### config.mk
export PLATFORM = sky130hd
export DESIGN_NAME = rr_grant_arbiter
export DESIGN_NICKNAME = d
export VERILOG_FILES = /design/src/rtl/rr_grant_arbiter_pkg.sv /design/src/rtl/rr_grant_arbiter_onehot_dec3to8.sv /design/src/rtl/rr_grant_arbiter.sv
export SDC_FILE = /design/constraint.sdc
export NUM_CORES = 1
export LEC_CHECK = 0
export ABC_AREA = 1
export BUFFER_PORTS_ARGS = -buffer_cell sky130_fd_sc_hd__buf_4
export CORE_MARGIN = 5
export CORE_UTILIZATION = 40
export CTS_BUF_LIST = sky130_fd_sc_hd__clkbuf_16
export DETAILED_ROUTE_END_ITERATION = 10
export HOLD_SLACK_MARGIN = 0.03
export PLACE_DENSITY = 0.68
export SLEW_MARGIN = 20
export SYNTH_ARGS = -nofsm -noshare
export SYNTH_HDL_FRONTEND = slang
export SYNTH_HIERARCHICAL = 1
export SYNTH_SLANG_ARGS = --single-unit
### constraint.sdc
create_clock -name sys_clk -period 2.8 [get_ports sys_clk]
set_clock_uncertainty 0.15 [all_clocks]
set_input_delay 0.14 -clock sys_clk [delete_from_list [all_inputs] [get_ports sys_clk]]
set_output_delay 0.14 -clock sys_clk [all_outputs]
set_load 0.01 [all_outputs]
### src/rtl/rr_grant_arbiter_pkg.sv
// ----------------------------------------------------------------------------
// rr_grant_arbiter_pkg
//   Shared constants, types and FSM encoding for the round-robin grant arbiter
//   and its one-hot decoder.
//
//   NUM_REQ           number of requesters sharing the resource (8)
//   IDX_W             width of a requester index (3)
//   DEFAULT_MAX_HOLD  default grant hold limit in cycles (0 disables it)
//   DEFAULT_CNT_W     default hold-counter width
//   IDLE / GRANT      arbiter state encoding (legacy 1-bit values)
// ----------------------------------------------------------------------------
package rr_grant_arbiter_pkg;

    localparam int unsigned NUM_REQ          = 8;
    localparam int unsigned IDX_W            = 3;
    localparam int unsigned DEFAULT_MAX_HOLD = 16;
    localparam int unsigned DEFAULT_CNT_W    = 8;

    // State encoding kept as fixed constants so the encoding seen on the
    // state register matches the legacy block bit for bit.
    localparam logic [0:0] IDLE  = 1'b0;
    localparam logic [0:0] GRANT = 1'b1;

    typedef logic [IDX_W-1:0]   idx_t;
    typedef logic [NUM_REQ-1:0] req_vec_t;

endpackage

### src/rtl/rr_grant_arbiter_onehot_dec3to8.sv
// ----------------------------------------------------------------------------
// onehot_dec3to8
//   Combinational 3-to-8 one-hot decoder with enable.
//
//   idx     in   3  index to decode
//   en      in   1  decode enable; output is all zero while low
//   onehot  out  8  one-hot of idx when en=1, else 8'h00
// ----------------------------------------------------------------------------
module onehot_dec3to8
    import rr_grant_arbiter_pkg::*;
(
    input  logic [IDX_W-1:0]   idx,
    input  logic               en,
    output logic [NUM_REQ-1:0] onehot
);

    always_comb begin
        onehot = '0;
        if (en) begin
            onehot[idx] = 1'b1;
        end
    end

endmodule

### src/rtl/rr_grant_arbiter.sv
// ----------------------------------------------------------------------------
// rr_grant_arbiter
//   Round-robin arbiter sharing one resource among 8 requesters. A winner is
//   picked in IDLE by scanning upward from the rotating pointer; the grant is
//   held until the grantee pulses done, drops its request, or the hold limit
//   expires. Every grant is followed by at least one idle cycle.
//
//   Parameters
//     MAX_HOLD  maximum cycles a grant may be held, 0 disables the limit
//     CNT_W     hold-counter width, MAX_HOLD <= 2**CNT_W
//
//   Ports
//     sys_clk       in   1  system clock, rising edge
//     sys_rst       in   1  synchronous active-high reset
//     req           in   8  level request per requester
//     done          in   8  release pulse; only the granted bit is honoured
//     grant_vld     out  1  a grant is active
//     grant_idx     out  3  granted requester, 0 when no grant
//     grant_onehot  out  8  decode of grant_idx while grant_vld, else 0
//     timeout       out  1  one-cycle pulse after a hold-limit revocation
// ----------------------------------------------------------------------------
module rr_grant_arbiter
    import rr_grant_arbiter_pkg::*;
#(
    parameter int unsigned MAX_HOLD = DEFAULT_MAX_HOLD,
    parameter int unsigned CNT_W    = DEFAULT_CNT_W
)
(
    input  logic               sys_clk,
    input  logic               sys_rst,
    input  logic [NUM_REQ-1:0] req,
    input  logic [NUM_REQ-1:0] done,
    output logic               grant_vld,
    output logic [IDX_W-1:0]   grant_idx,
    output logic [NUM_REQ-1:0] grant_onehot,
    output logic               timeout
);

    // Last counter value at which the grant is still allowed; the release
    // happens on the edge that ends this cycle, giving exactly MAX_HOLD
    // cycles of grant_vld.
    localparam logic [CNT_W-1:0] HOLD_LAST =
        (MAX_HOLD == 0) ? '0 : CNT_W'(MAX_HOLD - 1);
    localparam logic HOLD_EN = (MAX_HOLD != 0);

    logic [0:0]       state;
    logic [IDX_W-1:0] ptr;
    logic [CNT_W-1:0] hold_cnt;
    logic [IDX_W-1:0] winner;

    logic             rel_done;
    logic             rel_drop;
    logic             rel_hold;
    logic             release_now;

    // First set request scanning p, p+1, ... with natural 3-bit wrap.
    function automatic idx_t rr_pick(input req_vec_t r, input idx_t p);
        idx_t cand;
        logic found;
        rr_pick = p;
        found   = 1'b0;
        for (int unsigned i = 0; i < NUM_REQ; i++) begin
            cand = p + idx_t'(i);
            if (!found && r[cand]) begin
                rr_pick = cand;
                found   = 1'b1;
            end
        end
    endfunction

    always_comb begin
        winner = rr_pick(req, ptr);
    end

    // Release sources. Done and request-drop take priority over the hold
    // limit only in deciding whether timeout is reported; any of them ends
    // the grant.
    always_comb begin
        rel_done    = done[grant_idx];
        rel_drop    = ~req[grant_idx];
        rel_hold    = HOLD_EN && (hold_cnt == HOLD_LAST);
        release_now = rel_done | rel_drop | rel_hold;
    end

    always_ff @(posedge sys_clk) begin
        if (sys_rst) begin
            state     <= IDLE;
            ptr       <= '0;
            hold_cnt  <= '0;
            grant_idx <= '0;
            timeout   <= 1'b0;
        end else begin
            case (state)
                IDLE: begin
                    timeout <= 1'b0;
                    if (|req) begin
                        state     <= GRANT;
                        grant_idx <= winner;
                        hold_cnt  <= '0;
                    end
                end
                GRANT: begin
                    if (release_now) begin
                        state     <= IDLE;
                        grant_idx <= '0;
                        ptr       <= grant_idx + 1'b1;
                        timeout   <= rel_hold & ~rel_done & ~rel_drop;
                    end else if (hold_cnt != '1) begin
                        hold_cnt  <= hold_cnt + 1'b1;
                    end
                end
                default: begin
                    state <= IDLE;
                end
            endcase
        end
    end

    // grant_vld is the registered state itself, so it and the decoded
    // one-hot always line up with grant_idx in the same cycle.
    assign grant_vld = (state == GRANT);

    onehot_dec3to8 u_onehot_dec (
        .idx    (grant_idx),
        .en     (grant_vld),
        .onehot (grant_onehot)
    );

endmodule
==> results.ini, run 1 <==
[run_status]
status=finished, final reports clean

[finish]
n_antenna_cell=0
final_layout_size_suffix_gt1_frac=0.222
n_fill_cell=404
finish.instance_area_um2=1990
final_net_count=316
multi_input_area_um2=1170
final-seq-area_um2=320
areaGrowthSynthToFinish_pct=20.8
final_util=0.498

[logic_synthesis]
synth_fp_nets=284
synthFlopType=dfxtp_1
synth_top_area_frac=0.194
synth_compound_area_frac=0.129
synthMuxAreaShare=0
synth_fa_ha_area_frac=0.0303
ys_warn_count=6
synthSimpleGateAreaFrac=0.499
ys_ff_latch=16
synth_edf_count=0
synth_cell_types=35
synth_top_family_by_area=simple AND/OR/NAND/NOR gates
synth_area_um2=1650
synth_xor_area_frac=0.0470
ys_seq_area_frac=0.194
syn_inst=262
async_flop_share=0
synth_area_leaders=dfxtp_1, nand2_1, nand3_1
syn_avg_cell_area_um2=6.30
yosysTopAreaCell=dfxtp_1

[global_route]
grt_pass1_wl_um=7440
gr-total-overflow=0
track_usage=0.170
antenna_found_initial=0
grt_pass1_vias=1601
grt_max_degree=14

[floorplanning]
start_util=0.413
fp.dieH_um=74.2
core_area_um2=4000
dieArea_um2=5510
rows=23
io_pins=31
die_w_um=74.2

[detailed_routing]
wl_per_cell_um=12.9
routed_wl_um=4430
met2_length_um=1990
ant_nets=0
viasPerCell=5.15
topRoutingLayerUsed=met4
wl_met3_um=181
drt_iter0_markers=108
vias=1766
first_pass_iters=4
drcViolationCount=0
wirelength_met1_um=2210

[place]
hpwl_um=3550
portBuffers=30
gp_congestion=0.906
placed_area_um2=1900

[critical_path]
cp_max_fo=11
cp-end-kind=register
r2r_setup_slack_ns=0.27
critPathLaunch=ptr[0]
critPathKind=register to register
rr_endpoint=grant_idx[2]
critical-path-slowest-cell=ha_2
cp.arrival_ns=2.56
crit_top_cell=nand2_1
rr_startpoint=ptr[0]
path_cells=inv_4 -> ha_2 -> inv_1 -> nand3_2 -> nand2_1 -> nand2_1 -> nand2_2 -> nand2_4 -> nor2_8 -> nand2_4 -> nor2_4 -> nand3_1 -> o21ai_1 -> inv_1 -> nand2_1 -> nand2_1 -> nand2_1 -> nand2_1 -> a21oi_2
r2r_cells=19
critical_path.endpoint=grant_idx[2]
critPathMaxStageDelay_ns=0.37
cp.required_ns=2.83
start_kind=register

[cts]
root_buffer=clkbuf_16
clk_path_buf_depth=2
worstSkewPairLatency_ns=0.25
clk_pin_slew_worst_paths_ns=0.05
numCtsBuffers=3
cts_tree=yes
cts-htree-levels=1
cts_sinks=16

[sta]
slew_headroom=0.686
fin_tns_setup_ns=0
setup_viol=0
tightest_slew_ns=0.470
finalHoldViolations=0
max_clock_freq_mhz=396
fin_crit_ns=2.53
rsz0062_at_grt=no
finalCritPeriodShare=0.902
slew_viol_final=0

[pwr]
vdd_drop_max_v=0.000482
power.leakage_nw=0.953
total_power_w=0.00167
power_density_nw_per_um2=836

[run]
drv_cap=0

[worst_hold_path]
hold_class=input pin to register

## registers in the layout (all words and copies together) (netlist names)
register	flops
grant_vld	1
ptr	3
timeout	1
hold_cnt	8
grant_idx	3
## per-layer routing
layer	global-route usage	up-vias
li1	-	934
met1	0.235	781
met2	0.277	44
met3	0.0230	7
met4	0.0514	0
met5	0	-
## cells by family (layout without fill, tap and decap cells)
group | count (synthesis) | after routing
AND/OR/NAND/NOR | 163 | 163
AO/OA/AOI/OAI | 36 | 36
buffers and inverters | 35 | 66
flip-flops | 16 | 16
XOR/XNOR | 8 | 8
adder cells (fa/ha/maj) | 4 | 4
## cell type report
type	instances	area share
multi-input cells	211	0.585
flip-flops and latches	16	0.161
repair buffers	34	0.129
inverters	28	0.0540
clock buffers	3	0.0377
well taps	50	0.0314
clock inverters	1	0.00188
## where the power goes
part | total (W) | switching (W) | internal [W]
Clock | 0.000277 | 0.0000881 | 0.000189
Sequential | 0.000336 | 0.0000747 | 0.000262
Combinational | 0.00105 | 0.000671 | 0.000382
Total | 0.00167 | 0.000834 | 0.000833
## critical path: cells and delay by family (launching register included)
family	cells	cell delay, ns
compound gates	2	0.22
fa+ha+maj	1	0.37
buf+inv	3	0.39
flops	1	0.33
simple gates	13	1.00
## synthesized netlist by cell type, types with 6 or more instances
library cell and instances:
nand2_1 75, nand3_1 29, inv_1 26, nor2_1 21
dfxtp_1 16, a21oi_1 15, nand2_2 8, nand2_4 8
nand3_2 6, nand4_1 6, o21ai_0 6
## how the worst min path moves through the flow
stage	start	endpoint	slack (ns)	cells after the start
2_1_floorplan	sys_rst	ptr[2]	0.07	1
3_3_place_gp	sys_rst	grant_idx[2]	0.26	2
3_5_place_dp	sys_rst	grant_idx[2]	0.26	2
4_1_cts	done[2]	timeout	0.31	5
5_1_grt	hold_cnt[1]	hold_cnt[1]	0.36	2
6_report	done[2]	timeout	0.31	5
## layout by cell type, fill, tap and decap left out, types with 8 or more instances in the layout
cell type / netlist / routed
nor2_1: 21 / 21
nand3_1: 29 / 29
nand2_4: 8 / 8
inv_1: 26 / 26
a21oi_1: 15 / 15
nand2_2: 8 / 8
buf_4: 2 / 33
nand2_1: 75 / 75
dfxtp_1: 16 / 16
## repair_timing
action | CTS | global route
gates resized for setup | 0 | 1
endpoints found under the setup margin | 0 | 3
hold endpoints to repair | 10 | 0
setup buffers | 0 | 0
hold buffers | 1 | 0
## per-stage QoR
stage,worst slack [ns],hold slack (ns),instances
floorplan,0.262,0.0685,262
global placement,0.294,0.260,338
detailed placement,0.239,0.256,338
CTS,0.210,0.314,343
global route,0.00628,0.362,343
finish,0.273,0.310,343
Power figures use the tool's default switching activity.
==> inputs of run 2 (changes only) <==
--- a/config.mk
+++ b/config.mk
@@ -7,12 +7,14 @@
 export LEC_CHECK = 0
 export ABC_AREA = 1
 export BUFFER_PORTS_ARGS = -buffer_cell sky130_fd_sc_hd__buf_4
+export CORE_ASPECT_RATIO = 0.6
 export CORE_MARGIN = 5
 export CORE_UTILIZATION = 40
 export CTS_BUF_LIST = sky130_fd_sc_hd__clkbuf_16
 export DETAILED_ROUTE_END_ITERATION = 10
 export HOLD_SLACK_MARGIN = 0.03
 export PLACE_DENSITY = 0.68
+export RECOVER_POWER = 25
 export SLEW_MARGIN = 20
 export SYNTH_ARGS = -nofsm -noshare
 export SYNTH_HDL_FRONTEND = slang
==> run 2 against run 1 <==
  * Via count up 1.4%
  * First-iteration DRC count is 27% higher
  * Final cell count unchanged
  * Sequential share of layout area grew 0.21 points
  * Register-to-register slack improved by 0.04 ns
  * Sequential power shrank 2%
  * Critical path type unchanged
  * Critical endpoint unchanged
  * Largest power group unchanged
==> results.ini, run 2 (synthesis gave the netlist of run 1 again) <==
[run_status]
status=finished, final reports clean

[cts]
root_buffer=clkbuf_16
numCtsBuffers=3
cts_tree=yes
clk_path_buf_depth=2
worstSkewPairLatency_ns=0.25
clk_pin_slew_worst_paths_ns=0.05
cts-htree-levels=1
cts_sinks=16

[critical_path]
r2r_cells=19
critPathMaxStageDelay_ns=0.38
critPathLaunch=ptr[1]
critical_path.endpoint=grant_idx[2]
cp_max_fo=9
cp-end-kind=register
cp.arrival_ns=2.52
rr_endpoint=grant_idx[2]
critical-path-slowest-cell=ha_2
crit_top_cell=nand2_1
start_kind=register
path_cells=inv_2 -> ha_2 -> inv_1 -> nand3_2 -> nand2_1 -> nand2_1 -> nand2_2 -> nand2_4 -> nor2_8 -> nand2_4 -> nor2_4 -> nand2_2 -> o21ai_1 -> inv_1 -> nand2_1 -> nand2_1 -> nand2_1 -> nand2_1 -> a21oi_2
r2r_setup_slack_ns=0.31
cp.required_ns=2.84
path_delay_family=simple AND/OR/NAND/NOR gates
crit_cells=19
critPathKind=register to register
worst-path-buf-inv=3
rr_startpoint=ptr[1]

[place]
placed_area_um2=1900
gp_congestion=0.876
portBuffers=30
hpwl_um=3530
placedCellCount=338

[pwr]
pwr-share-comb=0.629
vdd_drop_max_v=0.000301
power.internal_w=0.000817
switching_power_w=0.000840
p_seq_frac=0.199
p_clk_frac=0.172
power_density_nw_per_um2=843
power.share.switching=0.507
power.leakage_nw=0.924

[finish]
final_cells=343
n_fill_cell=424
areaGrowthSynthToFinish_pct=19.2
n_antenna_cell=0
regMostFlops=hold_cnt
largest_register_ffs=8
final_net_count=316
biggestRegsByFlops=hold_cnt x8, grant_idx x3, ptr x3
finish.instance_area_um2=1970
final_layout_size_suffix_gt1_frac=0.198
layout_common_cells=nand2_1, nand3_1, inv_1, buf_4, nor2_1
layout_commonest_cell=nand2_1

[detailed_routing]
wl_per_cell_um=12.9
routed_wl_um=4410
first_pass_iters=5
ant_nets=0
vias=1790
viasPerCell=5.22
drcViolationCount=0
drt_iter0_markers=137

[worst_hold_path]
hold_class=input pin to register
whs_path_depth=5

[floorplanning]
fp.dieH_um=59.8
die_w_um=92.9
start_util=0.407
io_pins=31
core_area_um2=4050
rows=18
dieArea_um2=5550

[sta]
slew_headroom=0.702
fin_crit_ns=2.49
finalCritPeriodShare=0.889
max_clock_freq_mhz=402
finalHoldViolations=0
setup_viol=0
rsz0062_at_grt=no
slew_viol_final=0
tightest_slew_ns=0.444
fin_tns_setup_ns=0

[run]
drv_cap=0

[global_route]
met3_usage=0.0428
grtUsageMet1=0.266
grt_pass1_vias=1598
gr-total-overflow=0
top_usage_layer=met1
antenna_found_initial=0
track_usage=0.167
grt_pass1_wl_um=7560
use_met2=0.226
grt_max_degree=14

## run 2: routing by layer
| layer | routed length, um | up-vias | part of all wire |
|---|---|---|---|
| met5 | 0 | - | 0 |
| met2 | 1700 | 58 | 0.39 |
| met1 | 2410 | 801 | 0.55 |
| li1 | - | 931 | - |
| met4 | 0 | 0 | 0 |
| met3 | 296 | 0 | 0.067 |
## run 2: cell type report
cell class                 instances  area, um2  share of cell area
inverter                          28        108              0.0547
clock inverter                     1       3.75             0.00191
sequential                        16        320               0.163
multi-input combinational        211       1170               0.593
timing repair buffer              34        231               0.118
clock buffer                       3       75.1              0.0382
tap                               50       62.6              0.0318
## run 2: through the flow
step           hold slack, ns   util  setup WS [ns]  total power [W]
3_5_place_dp            0.268  0.469          0.275          0.00137
5_1_grt                 0.332  0.485         0.0487          0.00182
6_report                0.311  0.485          0.311          0.00166
2_1_floorplan          0.0685      -          0.262          0.00115
3_3_place_gp            0.264  0.469          0.338          0.00138
4_1_cts                 0.313  0.491          0.257          0.00166
## run 2: worst min-delay path by stage
stage                        end  slack (ns)    start
floorplan                 ptr[2]        0.07  sys_rst
global placement    grant_idx[2]        0.26  sys_rst
detailed placement  grant_idx[2]        0.27  sys_rst
CTS                      timeout        0.31  done[0]
global route             timeout        0.33  done[0]
finish                   timeout        0.31  done[0]
## run 2: repair_timing
action / CTS / global route
hold buffers: 1 / 0
hold endpoints to repair: 5 / 0
setup buffers: 0 / 0
endpoints found under the setup margin: 0 / 2
gates resized for setup: 0 / 1
## run 2: worst reg2reg max path: stages, from the launching register on
cell and delay (ns):
dfxtp_1 0.31, inv_2 0.15, ha_2 0.38, inv_1 0.16, nand3_2 0.11, nand2_1 0.07, nand2_1 0.05, nand2_2 0.11
nand2_4 0.07, nor2_8 0.11, nand2_4 0.06, nor2_4 0.10, nand2_2 0.09, o21ai_1 0.14, inv_1 0.05, nand2_1 0.06
nand2_1 0.04, nand2_1 0.05, nand2_1 0.06, a21oi_2 0.10
## run 2: power by group through the flow
stage | sequential [W] | combinational, W | clock [W]
after global placement | 0.000335 | 0.00104 | 0
after CTS | 0.000330 | 0.00105 | 0.000285
after global routing | 0.000339 | 0.00118 | 0.000297
after detailed placement | 0.000334 | 0.00104 | 0
final | 0.000330 | 0.00104 | 0.000284
after floorplan | 0.000313 | 0.000840 | 0
==> inputs of run 3 (changes only) <==
--- a/config.mk
+++ b/config.mk
@@ -12,6 +12,7 @@
 export CORE_UTILIZATION = 40
 export CTS_BUF_LIST = sky130_fd_sc_hd__clkbuf_16
 export DETAILED_ROUTE_END_ITERATION = 10
+export GPL_TIMING_DRIVEN = 0
 export HOLD_SLACK_MARGIN = 0.03
 export PLACE_DENSITY = 0.68
 export RECOVER_POWER = 25
==> run 3 against run 2 <==
  * Routed wire length up 6.9%
  * Non-clock buffer count is 10 higher
  * Register-to-register slack worse by 0.16 ns
  * Worst hold slack got worse by 0.019 ns
  * Total power up 9.8%
  * First-iteration DRC count decreased by 22%
  * Sequential power fell by 3%
  * Global-route usage rose by 0.25 points
==> results.ini, run 3 (synthesis gave the netlist of run 1 again) <==
[floorplanning]
rows=18
io_pins=31
die_w_um=92.9
start_util=0.407
fp.dieH_um=59.8
dieArea_um2=5550
core_area_um2=4050

[critical_path]
cp.required_ns=2.83
rr_startpoint=ptr[0]
cp.arrival_ns=2.68
critPathLaunch=ptr[0]
worst-path-buf-inv=6
crit_top_cell=nand2_1
r2r_setup_slack_ns=0.15
r2r_cells=20
critical_path.endpoint=grant_idx[0]
critical-path-slowest-cell=dfxtp_2
path_cells=buf_6 -> inv_4 -> buf_12 -> ha_4 -> buf_6 -> inv_6 -> nand3_2 -> nand2_1 -> nand2_1 -> nand2_2 -> nand2_4 -> nor2_8 -> nand2_4 -> nor2_4 -> nand4_1 -> inv_2 -> nor2_1 -> nand2_1 -> nand3_1 -> a21oi_1
critPathKind=register to register
path_delay_family=simple AND/OR/NAND/NOR gates
cp_max_fo=10
start_kind=register
critPathMaxStageDelay_ns=0.33
rr_endpoint=grant_idx[0]
crit_cells=20
cp-end-kind=register

[global_route]
gr-total-overflow=0
antenna_found_initial=0
grt_pass1_wl_um=7360
grt_max_degree=11
track_usage=0.170
grt_pass1_vias=1528

[sta]
setup_viol=0
max_clock_freq_mhz=378
fin_crit_ns=2.65
layout_setup_ws_ns=0.154
slew_viol_final=0
slew_headroom=0.658
finalHoldViolations=0
finalCritPeriodShare=0.945
tightest_slew_ns=0.509
fin_tns_setup_ns=0

[place]
portBuffers=30
place_ws_ns=-0.0239
hpwl_um=3620
placedCellCount=342
gp_congestion=0.873

[detailed_routing]
drt_iter0_markers=107
routed_wl_um=4710
first_pass_iters=4
vias=1833
viasPerCell=5.19
ant_nets=0
wl_per_cell_um=13.3
drcViolationCount=0

[cts]
cts-htree-levels=1
cts_tree=yes
clk_pin_slew_worst_paths_ns=0.05
root_buffer=clkbuf_16
numCtsBuffers=3
worstSkewPairLatency_ns=0.25
cts_sinks=16
clk_path_buf_depth=2

[finish]
final_net_count=326
layout_common_cells=nand2_1, buf_4, nand3_1, inv_1, nor2_1
biggestRegsByFlops=hold_cnt x8, grant_idx x3, ptr x3
regMostFlops=hold_cnt
areaGrowthSynthToFinish_pct=27.4
n_antenna_cell=0
layout_commonest_cell=nand2_1
final_cells=353
largest_register_ffs=8
final_layout_size_suffix_gt1_frac=0.238
final_util=0.519
n_fill_cell=421

[run]
drv_cap=0

[worst_hold_path]
whs_path_depth=5
hold_class=input pin to register

[run_status]
status=finished, final reports clean

[pwr]
vdd_drop_max_v=0.000273
power_density_nw_per_um2=866
power.leakage_nw=0.988

run 3: cell count changes in the layout (fill, tap and decap cells not counted), moves of 2 or more:
cell | previous run | this run
buf_6 | 0 | 3
buf_4 | 26 | 29
clkbuf_1 | 7 | 9
inv_1 | 26 | 24
run 3: worst min-delay path by stage:
stage / end / startpoint / slack, ns
3_3_place_gp: ptr[2] / sys_rst / 0.20
2_1_floorplan: ptr[2] / sys_rst / 0.07
6_report: timeout / done[2] / 0.29
5_1_grt: timeout / done[4] / 0.35
4_1_cts: timeout / done[0] / 0.29
3_5_place_dp: ptr[2] / sys_rst / 0.20
run 3: layer usage:
layer  track usage  wire [um]  vias up  part of all wire
met4        0.0313         35        0            0.0074
met3        0.0440        318        4             0.068
met1         0.259       2440      829              0.52
met5             0          0        -                 0
met2         0.237       1910       47              0.41
li1              -          -      953                 -
run 3: repair_timing:
item	in CTS	in global routing
buffers inserted	0	5
cloned	0	1
pin swaps	0	6
hold buffers	1	0
resized for setup	2	14
setup endpoints to repair	3	3
hold endpoints to repair	1	0
run 3: final cells by class:
type	count	area (um2)	area share
inverters	28	115	0.0548
repair buffers	37	251	0.120
plain buffers	7	68.8	0.0327
clock buffers	3	75.1	0.0357
flip-flops and latches	16	322	0.153
well taps	50	62.6	0.0298
multi-input cells	211	1200	0.573
clock inverters	1	3.75	0.00179
run 3: power by group:
group          internal (W)  switching [W]  total (W)
sequential         0.000262      0.0000571   0.000319
combinational      0.000457       0.000755    0.00121
clock              0.000190      0.0000989   0.000289
total              0.000910       0.000911    0.00182
run 3: worst register-to-register path, delay by kind of cell, from the launching register on:
kind	cells	cell delay, ns
flops	1	0.33
buf+inv	6	0.62
compound gates	1	0.14
simple gates	12	1.09
fa+ha+maj	1	0.25
run 3: stage by stage:
step                      hold WS (ns)  instance area (um2)  total power (W)
after floorplan                 0.0685                 1650          0.00115
after CTS                        0.294                 2030          0.00171
final                            0.292                 2100          0.00182
after global routing             0.355                 2100          0.00197
after global placement           0.196                 1940          0.00140
after detailed placement         0.201                 1940          0.00141
